==> config.mk <==
export PLATFORM = sky130hd
export DESIGN_NAME = s1_chunk_dispatcher_flat
export DESIGN_NICKNAME = d
export VERILOG_FILES = /design/src/rtl/s1_chunk_dispatcher_if.sv /design/src/rtl/s1_chunk_dispatcher.sv /design/src/flat_wrapper.sv
export SDC_FILE = /design/constraint.sdc
export NUM_CORES = 1
export LEC_CHECK = 0
export BUFFER_PORTS_ARGS = -buffer_cell sky130_fd_sc_hd__clkbuf_2
export CORE_UTILIZATION = 55
export DETAILED_ROUTE_END_ITERATION = 8
export PLACE_DENSITY = 0.91
export SLEW_MARGIN = 0
export SYNTH_ARGS = -nofsm -noshare
export SYNTH_HDL_FRONTEND = slang
export SYNTH_SLANG_ARGS = --single-unit
==> constraint.sdc <==
create_clock -name clk -period 5.86 [get_ports clk]
set_input_delay 1.172 -clock clk [delete_from_list [all_inputs] [get_ports clk]]
set_output_delay 1.172 -clock clk [all_outputs]
set_load 0.005 [all_outputs]
==> src/rtl/s1_chunk_dispatcher_if.sv <==
// Chunk-assignment handshake between s1_chunk_dispatcher (master) and the per-core feature loaders (slave).
interface s1_chunk_dispatcher_if #(
  parameter int ID_W   = 12,
  parameter int CORE_W = 6,
  parameter int LEN_W  = 6
);
  logic              disp_valid;
  logic              disp_ready;
  logic [CORE_W-1:0] disp_core;
  logic [ID_W-1:0]   disp_id;
  logic [LEN_W-1:0]  disp_len;

  modport master (
    output disp_valid,
    output disp_core,
    output disp_id,
    output disp_len,
    input  disp_ready
  );

  modport slave (
    input  disp_valid,
    input  disp_core,
    input  disp_id,
    input  disp_len,
    output disp_ready
  );
endinterface

==> src/rtl/s1_chunk_dispatcher.sv <==
// s1_chunk_dispatcher: hands out consecutive CHUNK_W-wide feature chunks, chunk k to core k, one per handshake.
// Optional stall-cycle counter is built only when S1_STALL_CNT_EN is defined.
module s1_chunk_dispatcher #(
  parameter int ALL_FEATURE = 3703,
  parameter int ALL_CORE    = 64,
  parameter int CHUNK_SHIFT = 5,
  parameter int ID_W        = 12,
  parameter int CORE_W      = 6
) (
  input  logic                 clk,
  input  logic                 rst,
  input  logic                 start_i,
  input  logic [ID_W-1:0]      start_id_i,
  output logic                 busy_o,
  output logic                 done_o,
  output logic [ID_W-1:0]      last_id_o,
  output logic                 more_o,
  output logic [15:0]          stall_cnt_o,
  s1_chunk_dispatcher_if.master disp
);

  // state | meaning
  // IDLE  | waiting for start
  // ISSUE | presenting chunk core_q / cur_id_q until accepted
  // FIN   | one-cycle done pulse, last_id_o valid
  localparam logic [1:0] IDLE  = 2'd0;
  localparam logic [1:0] ISSUE = 2'd1;
  localparam logic [1:0] FIN   = 2'd2;

  localparam logic [ID_W:0]        ALL_F     = (ID_W+1)'(ALL_FEATURE);
  localparam logic [CHUNK_SHIFT:0] LEN_MAX   = (CHUNK_SHIFT+1)'(1 << CHUNK_SHIFT);
  localparam logic [ID_W-1:0]      ID_STEP   = ID_W'(1 << CHUNK_SHIFT);
  localparam logic [CORE_W-1:0]    CORE_LAST = CORE_W'(ALL_CORE - 1);

  logic [1:0]        state_q, state_d;
  logic [ID_W-1:0]   cur_id_q, cur_id_d;
  logic [CORE_W-1:0] core_q, core_d;
  logic [ID_W-1:0]   last_id_q, last_id_d;
  logic              more_q, more_d;

  logic [ID_W:0]        rem;
  logic [ID_W:0]        end_sum;
  logic [CHUNK_SHIFT:0] len;
  logic                 issue;
  logic                 hs;
  logic                 start_acc;
  logic                 round_end;

  assign issue     = (state_q == ISSUE);
  assign hs        = issue && disp.disp_ready;
  assign start_acc = (state_q == IDLE) && start_i;

  // Sums are one bit wider than an ID so nothing wraps near ALL_FEATURE.
  assign rem = ALL_F - {1'b0, cur_id_q};
  always_comb begin
    len = LEN_MAX;
    if (rem < (ID_W+1)'(LEN_MAX)) len = rem[CHUNK_SHIFT:0];
  end
  assign end_sum   = {1'b0, cur_id_q} + (ID_W+1)'(len);
  assign round_end = (core_q == CORE_LAST) || (end_sum >= ALL_F);

  always_comb begin
    state_d   = state_q;
    cur_id_d  = cur_id_q;
    core_d    = core_q;
    last_id_d = last_id_q;
    more_d    = more_q;
    case (state_q)
      IDLE: begin
        if (start_acc) begin
          if ({1'b0, start_id_i} < ALL_F) begin
            state_d  = ISSUE;
            cur_id_d = start_id_i;
            core_d   = '0;
          end else begin
            state_d   = FIN;
            last_id_d = ID_W'(ALL_FEATURE);
            more_d    = 1'b0;
          end
        end
      end
      ISSUE: begin
        if (hs) begin
          if (round_end) begin
            state_d   = FIN;
            last_id_d = end_sum[ID_W-1:0];
            more_d    = (end_sum < ALL_F);
          end else begin
            core_d   = core_q + CORE_W'(1);
            cur_id_d = cur_id_q + ID_STEP;
          end
        end
      end
      FIN:     state_d = IDLE;
      default: state_d = IDLE;
    endcase
  end

  always_ff @(posedge clk) begin
    if (rst) begin
      state_q   <= IDLE;
      cur_id_q  <= '0;
      core_q    <= '0;
      last_id_q <= '0;
      more_q    <= 1'b0;
    end else begin
      state_q   <= state_d;
      cur_id_q  <= cur_id_d;
      core_q    <= core_d;
      last_id_q <= last_id_d;
      more_q    <= more_d;
    end
  end

  // Payload is zeroed outside ISSUE so the bus reads all-zero after reset.
  assign disp.disp_valid = issue;
  assign disp.disp_core  = issue ? core_q   : '0;
  assign disp.disp_id    = issue ? cur_id_q : '0;
  assign disp.disp_len   = issue ? len      : '0;

  assign busy_o    = (state_q != IDLE);
  assign done_o    = (state_q == FIN);
  assign last_id_o = last_id_q;
  assign more_o    = more_q;

`ifdef S1_STALL_CNT_EN
  logic [15:0] stall_q, stall_d;

  always_comb begin
    stall_d = stall_q;
    if (start_acc) stall_d = '0;
    else if (issue && !disp.disp_ready && (stall_q != 16'hFFFF)) stall_d = stall_q + 16'd1;
  end

  always_ff @(posedge clk) begin
    if (rst) stall_q <= '0;
    else     stall_q <= stall_d;
  end

  assign stall_cnt_o = stall_q;
`else
  assign stall_cnt_o = 16'd0;
`endif

endmodule

==> src/flat_wrapper.sv <==
// flat-port wrapper written by rule: the top's interface ports become plain ports
module s1_chunk_dispatcher_flat 
#(
  parameter int ALL_FEATURE = 3703,
  parameter int ALL_CORE    = 64,
  parameter int CHUNK_SHIFT = 5,
  parameter int ID_W        = 12,
  parameter int CORE_W      = 6
)
  (clk, rst, start_i, start_id_i, busy_o, done_o, last_id_o, more_o, stall_cnt_o, disp_disp_valid, disp_disp_core, disp_disp_id, disp_disp_len, disp_disp_ready);
  s1_chunk_dispatcher_if #(.ID_W(ID_W), .CORE_W(CORE_W), .LEN_W(6)) disp_i ();
  input  logic clk;
  input  logic rst;
  input  logic start_i;
  input  logic [ID_W-1:0] start_id_i;
  output logic busy_o;
  output logic done_o;
  output logic [ID_W-1:0] last_id_o;
  output logic more_o;
  output logic [15:0] stall_cnt_o;
  output wire logic [$bits(disp_i.disp_valid)-1:0] disp_disp_valid;
  output wire logic [$bits(disp_i.disp_core)-1:0] disp_disp_core;
  output wire logic [$bits(disp_i.disp_id)-1:0] disp_disp_id;
  output wire logic [$bits(disp_i.disp_len)-1:0] disp_disp_len;
  input wire logic [$bits(disp_i.disp_ready)-1:0] disp_disp_ready;
  assign disp_disp_valid = disp_i.disp_valid;
  assign disp_disp_core = disp_i.disp_core;
  assign disp_disp_id = disp_i.disp_id;
  assign disp_disp_len = disp_i.disp_len;
  assign disp_i.disp_ready = disp_disp_ready;
  s1_chunk_dispatcher #(.ALL_FEATURE(ALL_FEATURE), .ALL_CORE(ALL_CORE), .CHUNK_SHIFT(CHUNK_SHIFT), .ID_W(ID_W), .CORE_W(CORE_W)) u_core (.clk(clk), .rst(rst), .start_i(start_i), .start_id_i(start_id_i), .busy_o(busy_o), .done_o(done_o), .last_id_o(last_id_o), .more_o(more_o), .stall_cnt_o(stall_cnt_o), .disp(disp_i));
endmodule
======== After elaboration in Yosys (flattened, before gate mapping) ========
Index checks and enable logic that the tools add are counted.
storage, ports and cells
  register bits ........................... 33
  input bits .............................. 16
  word-level logic and storage cells ...... 60
operators by class
  reduce and logical (&&, ||, !) cells .... 9
  add/subtract/negate cells ............... 4
  mux-type cells .......................... 29
  eq/ne operators ......................... 9
  $lt $le $gt $ge ......................... 4
operators by type and width
  operator                                                              number
  2-to-1 mux 12 bit                                                     9
  one-hot mux 12 bit (2 select lines)                                   2
  2-to-1 mux 6 bit                                                      7
  adder 12 x 6 -> 13 bit                                                1
  greater-or-equal comparator 13 x 12 -> 1 bit (second input constant)  1
  less-than comparator 13 x 12 -> 1 bit (second input constant)         1
  less-than comparator 13 x 6 -> 1 bit (second input constant)          1
  subtractor 12 x 12 -> 13 bit (first input constant)                   1
  adder 12 x 6 -> 12 bit (second input constant)                        1
  less-than comparator 12 bit (second input constant)                   1
  one-hot mux 6 bit (2 select lines)                                    1
  != test 2 bit (second input constant)                                 5
  AND reduction 5 bit                                                   2
  2-to-1 mux 2 bit                                                      4
  adder 6 x 1 -> 6 bit (second input constant)                          1
  equality test 6 bit (second input constant)                           1
  2-to-1 mux 1 bit                                                      4
  one-hot mux 2 bit (2 select lines)                                    1
  nonzero test 2 bit                                                    2
  AND reduction 3 bit                                                   1
  equality test 2 x 1 -> 1 bit (second input constant)                  1
  equality test 2 bit (second input constant)                           1
  logical AND 1 bit                                                     2
  zero test 2 bit                                                       1
  3 further kinds                                                       3

======== Depth between registers and ports, before layout ========
Gate-level depths: netlist of the first run.
  depth after elaboration ................. 9
  mapped depth ............................ 15
  mapped depth without buffers ............ 14

======== Least setup slack after synthesis of the first run ========
No wires, ideal clock.
  path type ............................... register to register
  start ................................... register u_core.cur_id_q[3]
  end ..................................... register u_core.core_q[3]
  required time ........................... 5.739 ns
  path slack .............................. 2.590 ns
  path buffers ............................ 0
  cell stages (with the launch flop) ...... 14
  arrival ................................. 3.148 ns
  cells stage by stage .................... dfxtp_1 > ha_1 > a211o_1 > o22a_4 > a21o_1 > nand2b_1 > ha_1 > a31oi_1 > a2111oi_0 > a41oi_1 > o32a_2 > o21ai_2 > a21oi_2 > mux2_4
between the ends
  cells in the longest elaborated chain, start to end .. 8
RTL lines
  element                                           line                        text
  start: declaration                                s1_chunk_dispatcher.sv:36   logic [ID_W-1:0] cur_id_q, cur_id_d;
  start signal: assignment                          s1_chunk_dispatcher.sv:108  cur_id_q <= cur_id_d;
  subtractor 12 x 12 -> 13 bit                      s1_chunk_dispatcher.sv:54   assign rem = ALL_F - {1'b0, cur_id_q};
  less-than comparator 13 x 6 -> 1 bit              s1_chunk_dispatcher.sv:57   if (rem < (ID_W+1)'(LEN_MAX)) len = rem[CHUNK_SHIFT:0];
  2-to-1 mux 6 bit                                  s1_chunk_dispatcher.sv:57
  adder 12 x 6 -> 13 bit (*)                        s1_chunk_dispatcher.sv:59   assign end_sum = {1'b0, cur_id_q} + (ID_W+1)'(len);
  greater-or-equal comparator 13 x 12 -> 1 bit (*)  s1_chunk_dispatcher.sv:60   assign round_end = (core_q == CORE_LAST) || (end_sum >= ALL_F);
  logical OR 1 bit (*)                              s1_chunk_dispatcher.sv:60
  != test 2 bit (no source line) (*)                -
  AND reduction 5 bit (no source line) (*)          -
  end signal: assignment                            s1_chunk_dispatcher.sv:109  core_q <= core_d;
  end: declaration                                  s1_chunk_dispatcher.sv:37   logic [CORE_W-1:0] core_q, core_d;
Every way passes the cells marked *; elsewhere a longest branch is shown, timed or not.
A chain may end at the register's enable or synchronous reset.

======== Worst setup path after layout of the first run ========
  start ................................... register u_core.cur_id_q[6]
  end ..................................... register u_core.last_id_q[11] (netlist: u_core.last_id_o[11])
between the ends
  cells in the longest elaborated chain, start to end .. 8
RTL lines
  element                                       line                        text
  subtractor 12 x 12 -> 13 bit                  s1_chunk_dispatcher.sv:54
  less-than comparator 13 x 6 -> 1 bit          s1_chunk_dispatcher.sv:57
  2-to-1 mux 6 bit                              s1_chunk_dispatcher.sv:57
  adder 12 x 6 -> 13 bit (*)                    s1_chunk_dispatcher.sv:59
  greater-or-equal comparator 13 x 12 -> 1 bit  s1_chunk_dispatcher.sv:60
  logical OR 1 bit                              s1_chunk_dispatcher.sv:60
  != test 2 bit (no source line)                -
  AND reduction 5 bit (no source line)          -
  end signal: assignment                        s1_chunk_dispatcher.sv:110  last_id_q <= last_id_d;
  end: declaration                              s1_chunk_dispatcher.sv:38   logic [ID_W-1:0] last_id_q, last_id_d;
Every way passes the cells marked *; elsewhere a longest branch is shown, timed or not. The select of a mux whose other input is x is not followed.

==> impl_metrics.tcl, run 1 <==
set metrics [dict create \
    finalHoldWorstSlack_ps 448 \
    clkLatencyLatePin_ps 290 \
    synth-seq-area-share_pct 28.3 \
    synthMostInstantiatedCell "dfxtp_1" \
    syn-instance-count 302 \
    dieArea_um2 4510 \
    synth_largest_area_cell "dfxtp_1" \
    h-tree-depth 2 \
    synth-xor-area-share_pct 3.00 \
    num_vias 2416 \
    cp.arrival_ps 4060 \
    grt_pass1_wl_mm 9.60 \
    finClkSkew_ps 4.83 \
    setup_slack_ps 1920 \
    drt-vias-per-instance 6.06 \
    syn_avg_cell_area_um2 7.73 \
    synth-edff-count 0 \
    fill_cells 374 \
    slew-limit-headroom_pct 38.4 \
    synth_top_family_by_area "compound AO/OA/AOI/OAI gates" \
    p_int_uw 402 \
    endpoint_kind "flip-flop" \
    switching_share_pct 32.6 \
    power.total_uw 596 \
    met2_usage_pct 44.3 \
    cts_buffers 5 \
    worst_pin_slew_ps 919 \
    synth-adder-area-share_pct 2.14 \
    cap_viol_max_count 0 \
    cts_setup_buffers 0 \
    synthArstFlopShare_pct 0 \
    p_per_area_nw_per_um2 225 \
    antenna_cells 0 \
    drt_wl_total_mm 6.21 \
    muxShareOfSynthArea_pct 2.41 \
    min_period_over_period_pct 67.2 \
    post-route-util_pct 65.7 \
    synth_seq_cells 33 \
    synth_flop_cell "dfxtp_1" \
    overflow 0 \
    synth_common_cells "dfxtp_1 (33), nor2_1 (24), inv_1 (20), nand2_1 (19), and2_1 (17)" \
    synth.yosys.warnings 0 \
    grt_util_met1_pct 38.9 \
    clock.fmax_ghz 0.254 \
    layout-drive-gt1-share_pct 22.9 \
    tns_ps 0 \
    start_kind "flip-flop" \
    yosys.area_share.simple_pct 25.7 \
    numPortBuffers 55 \
    layout_min_cycle_time_ps 3940 \
    io_pins 72 \
    stdcell_area_um2 2650 \
    cp_max_fo 13 \
    grt_util_met3_pct 5.24 \
    netlist_area_um2 2330 \
    finalSetupViolations 0 \
    cts_tree "built" \
    drt_iter0_drc 134 \
    drc 0 \
    drv_slew 0 \
    ctsHoldBuffers 0 \
    worstSetupPathType "flip-flop to flip-flop" \
    routabilityCongestion 0.955 \
    p_sw_uw 194 \
    place_inst 391 \
    coreArea_um2 4030 \
    row_count 23 \
    place_area_um2 2540 \
    cts.root.buffer_cell "clkbuf_8" \
    syn_to_final_growth_pct 13.4 \
    instances_no_fill 399 \
    ir_drop_mv 0.130 \
    grt_pass1_vias 2001 \
    rsz0062_at_grt "false" \
    synth.area.top_cells "dfxtp_1 (28%), buf_4 (5.1%), and2_1 (4.6%)" \
    cp.required_ps 5980 \
    first_pass_iters 4 \
    die_h_um 67.1 \
    pwr-share-seq_pct 44.5 \
    synth-compound-area-share_pct 26.7 \
    total_leakage_power_nw 1.17 \
    cts_resized 0 \
    clkTransAtPathRegs_ps 70 \
    hold_viol_final 0 \
    synth_cell_types 63 \
    clk_path_buf_depth 2 \
    grt.busiest_layer "met2" \
    antenna_violating_nets_post_route 0 \
    wl_per_cell_um 15.6 \
    final_nets 368 \
    grt_max_degree 29 \
    pwr-share-clk_pct 32.0 \
    outcome "finished, final reports clean" \
    netlist.area_leader.share_pct 28.3 \
    start_util_pct 57.9 \
    grtUsageTotal_pct 28.3 \
    hold_class "flip-flop to flip-flop" \
    pwr-share-comb_pct 23.4 \
    dp_hpwl_mm 4.59 \
    pre_cts_ws_ps 2040 \
    clkSinkCount 33 \
    antenna_found_initial 0 \
    die_w_um 67.1 \
]
-- cell families after synthesis --
| group | count (synthesis) |
|---|---|
| other | 1 |
| buffers and inverters | 53 |
| DFF | 33 |
| xor gates and xnor gates | 8 |
| muxes | 5 |
| AOI/OAI and AO/OA | 82 |
| adders and majority gates | 4 |
| and+or+nand+nor | 116 |
-- state kept, by name, indices dropped and copies added (netlist names) --
signal,count
u_core.state_q,2
u_core.last_id_o,12
u_core.cur_id_q,12
u_core.core_q,6
u_core.more_o,1
-- cells in the final DEF (no fill, tap or decap), types with 2 or more instances in the layout --
cell type,synthesis,layout
a2111oi_0,2,2
a211oi_1,5,5
a21boi_0,2,2
a21oi_1,12,12
a221oi_1,9,9
a31oi_1,5,5
a32oi_1,2,2
and2_1,17,17
and3_1,7,7
clkbuf_2,0,55
clkbuf_8,0,7
conb_1,1,17
dfxtp_1,33,33
ha_1,4,4
inv_1,20,20
mux2i_1,3,3
nand2_1,19,19
nand2b_1,4,4
nand3_1,15,15
nand3b_1,3,3
nand4_1,2,2
nor2_1,24,24
nor2b_1,3,3
nor3_1,7,7
nor4_1,2,2
o2111ai_1,3,3
o21ai_0,11,11
o311a_1,2,2
o31a_1,2,2
o31ai_1,6,6
o32ai_1,2,2
or2_2,5,5
or3_1,4,4
xnor2_1,6,6
xor2_1,2,2
-- power by group through the flow --
stage | clock network [mW] | logic (mW) | registers [mW]
2_1_floorplan | 0 | 0.117 | 0.256
4_1_cts | 0.196 | 0.138 | 0.264
5_1_grt | 0.204 | 0.155 | 0.268
6_report | 0.191 | 0.140 | 0.265
3_5_place_dp | 0 | 0.137 | 0.270
3_3_place_gp | 0 | 0.135 | 0.268
-- final cells by class --
type                            instances  area, um2  share of cell area, %
Clock buffer                            7       96.3                   3.64
Clock inverter                          1       5.00                  0.189
Inverter                               20       75.1                   2.84
Multi-Input combinational cell        232       1460                   55.3
Sequential cell                        33        661                   25.0
Tap cell                               50       62.6                   2.37
Timing Repair Buffer                   56        283                   10.7
-- metal layers --
metal / vias to the layer above / routed length (um) / part of all wire [%]
li1: 1152 / - / -
met1: 1126 / 2650 / 43
met2: 129 / 2960 / 48
met3: 9 / 471 / 7.6
met4: 0 / 123 / 2.0
met5: - / 0 / 0
-- path summary, 6_finish.rpt --
kind,slack [ps],cells after the start,startpoint,to
hold reg to reg,450,2,u_core.last_id_o[1]$_SDFFE_PP0P_,u_core.last_id_o[1]$_SDFFE_PP0P_
setup / recovery,1920,13,u_core.cur_id_q[6]$_SDFFE_PP0P_,u_core.last_id_o[11]$_SDFFE_PP0P_
hold / removal,450,2,u_core.last_id_o[1]$_SDFFE_PP0P_,u_core.last_id_o[1]$_SDFFE_PP0P_
setup reg to reg,1920,13,u_core.cur_id_q[6]$_SDFFE_PP0P_,u_core.last_id_o[11]$_SDFFE_PP0P_
-- worst max-delay path, stage by stage (launching register included) --
cell and delay (ps):
dfxtp_1 580, ha_1 300, nand3_1 160, o22a_4 290, a21o_1 190, nand2b_1 90, ha_1 170, a31oi_1 100
a2111oi_0 450, a41oi_1 130, o32ai_1 520, a21oi_1 260, nor2_1 390, a221oi_1 150
Note: power is estimated with default switching activity, not from simulation.
==> run 2, diff against run 1 <==
--- a/config.mk
+++ b/config.mk
@@ -6,9 +6,9 @@
 export NUM_CORES = 1
 export LEC_CHECK = 0
 export BUFFER_PORTS_ARGS = -buffer_cell sky130_fd_sc_hd__clkbuf_2
-export CORE_UTILIZATION = 55
+export CORE_UTILIZATION = 52
 export DETAILED_ROUTE_END_ITERATION = 8
-export PLACE_DENSITY = 0.91
+export PLACE_DENSITY = 0.87
 export SLEW_MARGIN = 0
 export SYNTH_ARGS = -nofsm -noshare
 export SYNTH_HDL_FRONTEND = slang
==> constraint.sdc (replaced) <==
create_clock -name clk -period 3.9 [get_ports clk]
set_input_delay 0.78 -clock clk [delete_from_list [all_inputs] [get_ports clk]]
set_output_delay 0.78 -clock clk [all_outputs]
set_load 0.005 [all_outputs]
==> run 2 against run 1 <==
Effect of this change:
- power is 48% higher
- clock-buffer cell count is 1 higher
- largest power group unchanged
- clock power is 29% higher
- setup slack worse by 1600 ps
- design area is 3.3% higher
- non-clock buffer count is 12 higher
- sequential power is 47% higher
- sequential share of layout area is 0.80 points lower
- die area is 5.6% higher
- cell count is 3.0% higher
- worst hold slack worse by 1.9 ps
- largest cell class unchanged
==> impl_metrics.tcl, run 2 (synthesis results as in run 1) <==
set metrics [dict create \
    die_h_um 69.0 \
    antenna_cells 0 \
    start_util_pct 56.3 \
    cp.arrival_ps 3780 \
    dieArea_um2 4760 \
    overflow 0 \
    power.total_uw 881 \
    min_period_over_period_pct 92.6 \
    pwr-share-clk_pct 28.0 \
    dp_hpwl_mm 4.92 \
    p_per_area_nw_per_um2 322 \
    fill_cells 391 \
    hold_viol_final 0 \
    clock.fmax_ghz 0.277 \
    h-tree-depth 2 \
    drc 0 \
    numPortBuffers 55 \
    worst_pin_slew_ps 619 \
    routabilityCongestion 0.890 \
    drt_wl_total_mm 6.45 \
    die_w_um 69.0 \
    clkTransAtPathRegs_ps 60 \
    grtUsageTotal_pct 28.8 \
    multi_input_area_um2 1480 \
    worstSetupPathType "flip-flop to flip-flop" \
    grt_pass1_vias 2115 \
    cts_buffers 5 \
    cap_viol_max_count 0 \
    crit_chain "ha_1 -> a211o_1 -> o22a_4 -> a21o_1 -> nand2b_1 -> ha_1 -> a31oi_1 -> a2111oi_0 -> a41oi_1 -> o32a_2 -> nor2_2 -> o31ai_4 -> mux2_2" \
    grt_max_degree 29 \
    final_nets 380 \
    first_pass_iters 4 \
    antenna_found_initial 0 \
    slew-limit-headroom_pct 57.7 \
    endpoint_kind "flip-flop" \
    pwr-share-seq_pct 44.2 \
    finalHoldWorstSlack_ps 446 \
    rsz0062_at_grt "false" \
    cts.root.buffer_cell "clkbuf_8" \
    tns_ps 0 \
    clkLatencyLatePin_ps 280 \
    num_vias 2437 \
    p_int_uw 587 \
    pwr-share-comb_pct 27.8 \
    cts_tree "built" \
    wl_per_cell_um 15.7 \
    finalSetupViolations 0 \
    io_pins 72 \
    coreArea_um2 4140 \
    clk_path_buf_depth 2 \
    ir_drop_mv 0.183 \
    grt_pass1_wl_mm 10.1 \
    drv_slew 0 \
    clkSinkCount 33 \
    layout_min_cycle_time_ps 3610 \
    cp_max_fo 13 \
    start_kind "flip-flop" \
    cp.required_ps 4070 \
    cpMostUsedCell "ha_1" \
    p_sw_uw 294 \
    finClkSkew_ps 5.98 \
    total_leakage_power_nw 1.22 \
    final_cell_mix "clkbuf_2 (55), dfxtp_1 (33), nor2_1 (23)" \
    max_stage_delay_ps 560 \
    switching_share_pct 33.4 \
    row_count 23 \
    ctsHoldBuffers 0 \
    mostFrequentLayoutCell "clkbuf_2" \
    syn_to_final_growth_pct 17.1 \
    hold_class "flip-flop to flip-flop" \
    drt-vias-per-instance 5.93 \
    seq_area_um2 661 \
    slowest_stage "o31ai_4" \
    drt_iter0_drc 213 \
    antenna_violating_nets_post_route 0 \
    outcome "finished, final reports clean" \
    layout-drive-gt1-share_pct 25.2 \
]
-- run 2: layout make-up --
cell class                 instances  share of cell area, %
multi-input combinational        232                   54.2
inverter                          20                   2.75
clock buffer                       8                   2.93
tap                               50                   2.29
timing repair buffer              68                   13.6
sequential                        33                   24.2
-- run 2: worst paths after layout --
path	startpoint	end	slack, ps	cells after the start
setup / recovery	u_core.cur_id_q[3]$_SDFFE_PP0P_	u_core.last_id_o[3]$_SDFFE_PP0P_	290	13
hold / removal	u_core.last_id_o[1]$_SDFFE_PP0P_	u_core.last_id_o[1]$_SDFFE_PP0P_	450	2
setup reg to reg	u_core.cur_id_q[3]$_SDFFE_PP0P_	u_core.last_id_o[3]$_SDFFE_PP0P_	290	13
hold reg to reg	u_core.last_id_o[1]$_SDFFE_PP0P_	u_core.last_id_o[1]$_SDFFE_PP0P_	450	2
-- run 2: worst max-delay path: cells and delay by family, from the launching register on --
kind,cells,cell delay (ps)
mux,1,400
compound gates,8,1840
fa+ha+maj,2,650
flops,1,480
simple gates,2,120
-- run 2: layer usage --
layer	wire, um	track usage (%)	vias to the layer above
li1	-	-	1181
met1	2860	39.4	1137
met2	3080	45.8	113
met3	468	6.09	6
met4	36	6.63	0
met5	0	0	-
-- run 2: power groups by stage --
stage	logic, mW	registers, mW	clock network [mW]
final	0.245	0.389	0.247
after global routing	0.270	0.393	0.263
after CTS	0.238	0.388	0.250
after detailed placement	0.236	0.395	0
after global placement	0.235	0.394	0
after floorplan	0.175	0.385	0
-- run 2: repair_timing --
item	4_1_cts	5_1_grt
endpoints found under the setup margin	0	15
gates resized for setup	0	3
buffers inserted	0	0
-- run 2: stage by stage --
stage / setup WS (ps) / std cells / utilization [%] / instance area, um2
after floorplan: 630 / 318 / - / 2390
final: 290 / 411 / 65.9 / 2730
after CTS: 46.3 / 411 / 65.5 / 2710
after global placement: 197 / 403 / 63.6 / 2630
after global routing: 109 / 411 / 65.9 / 2730
after detailed placement: 63.0 / 403 / 63.6 / 2630
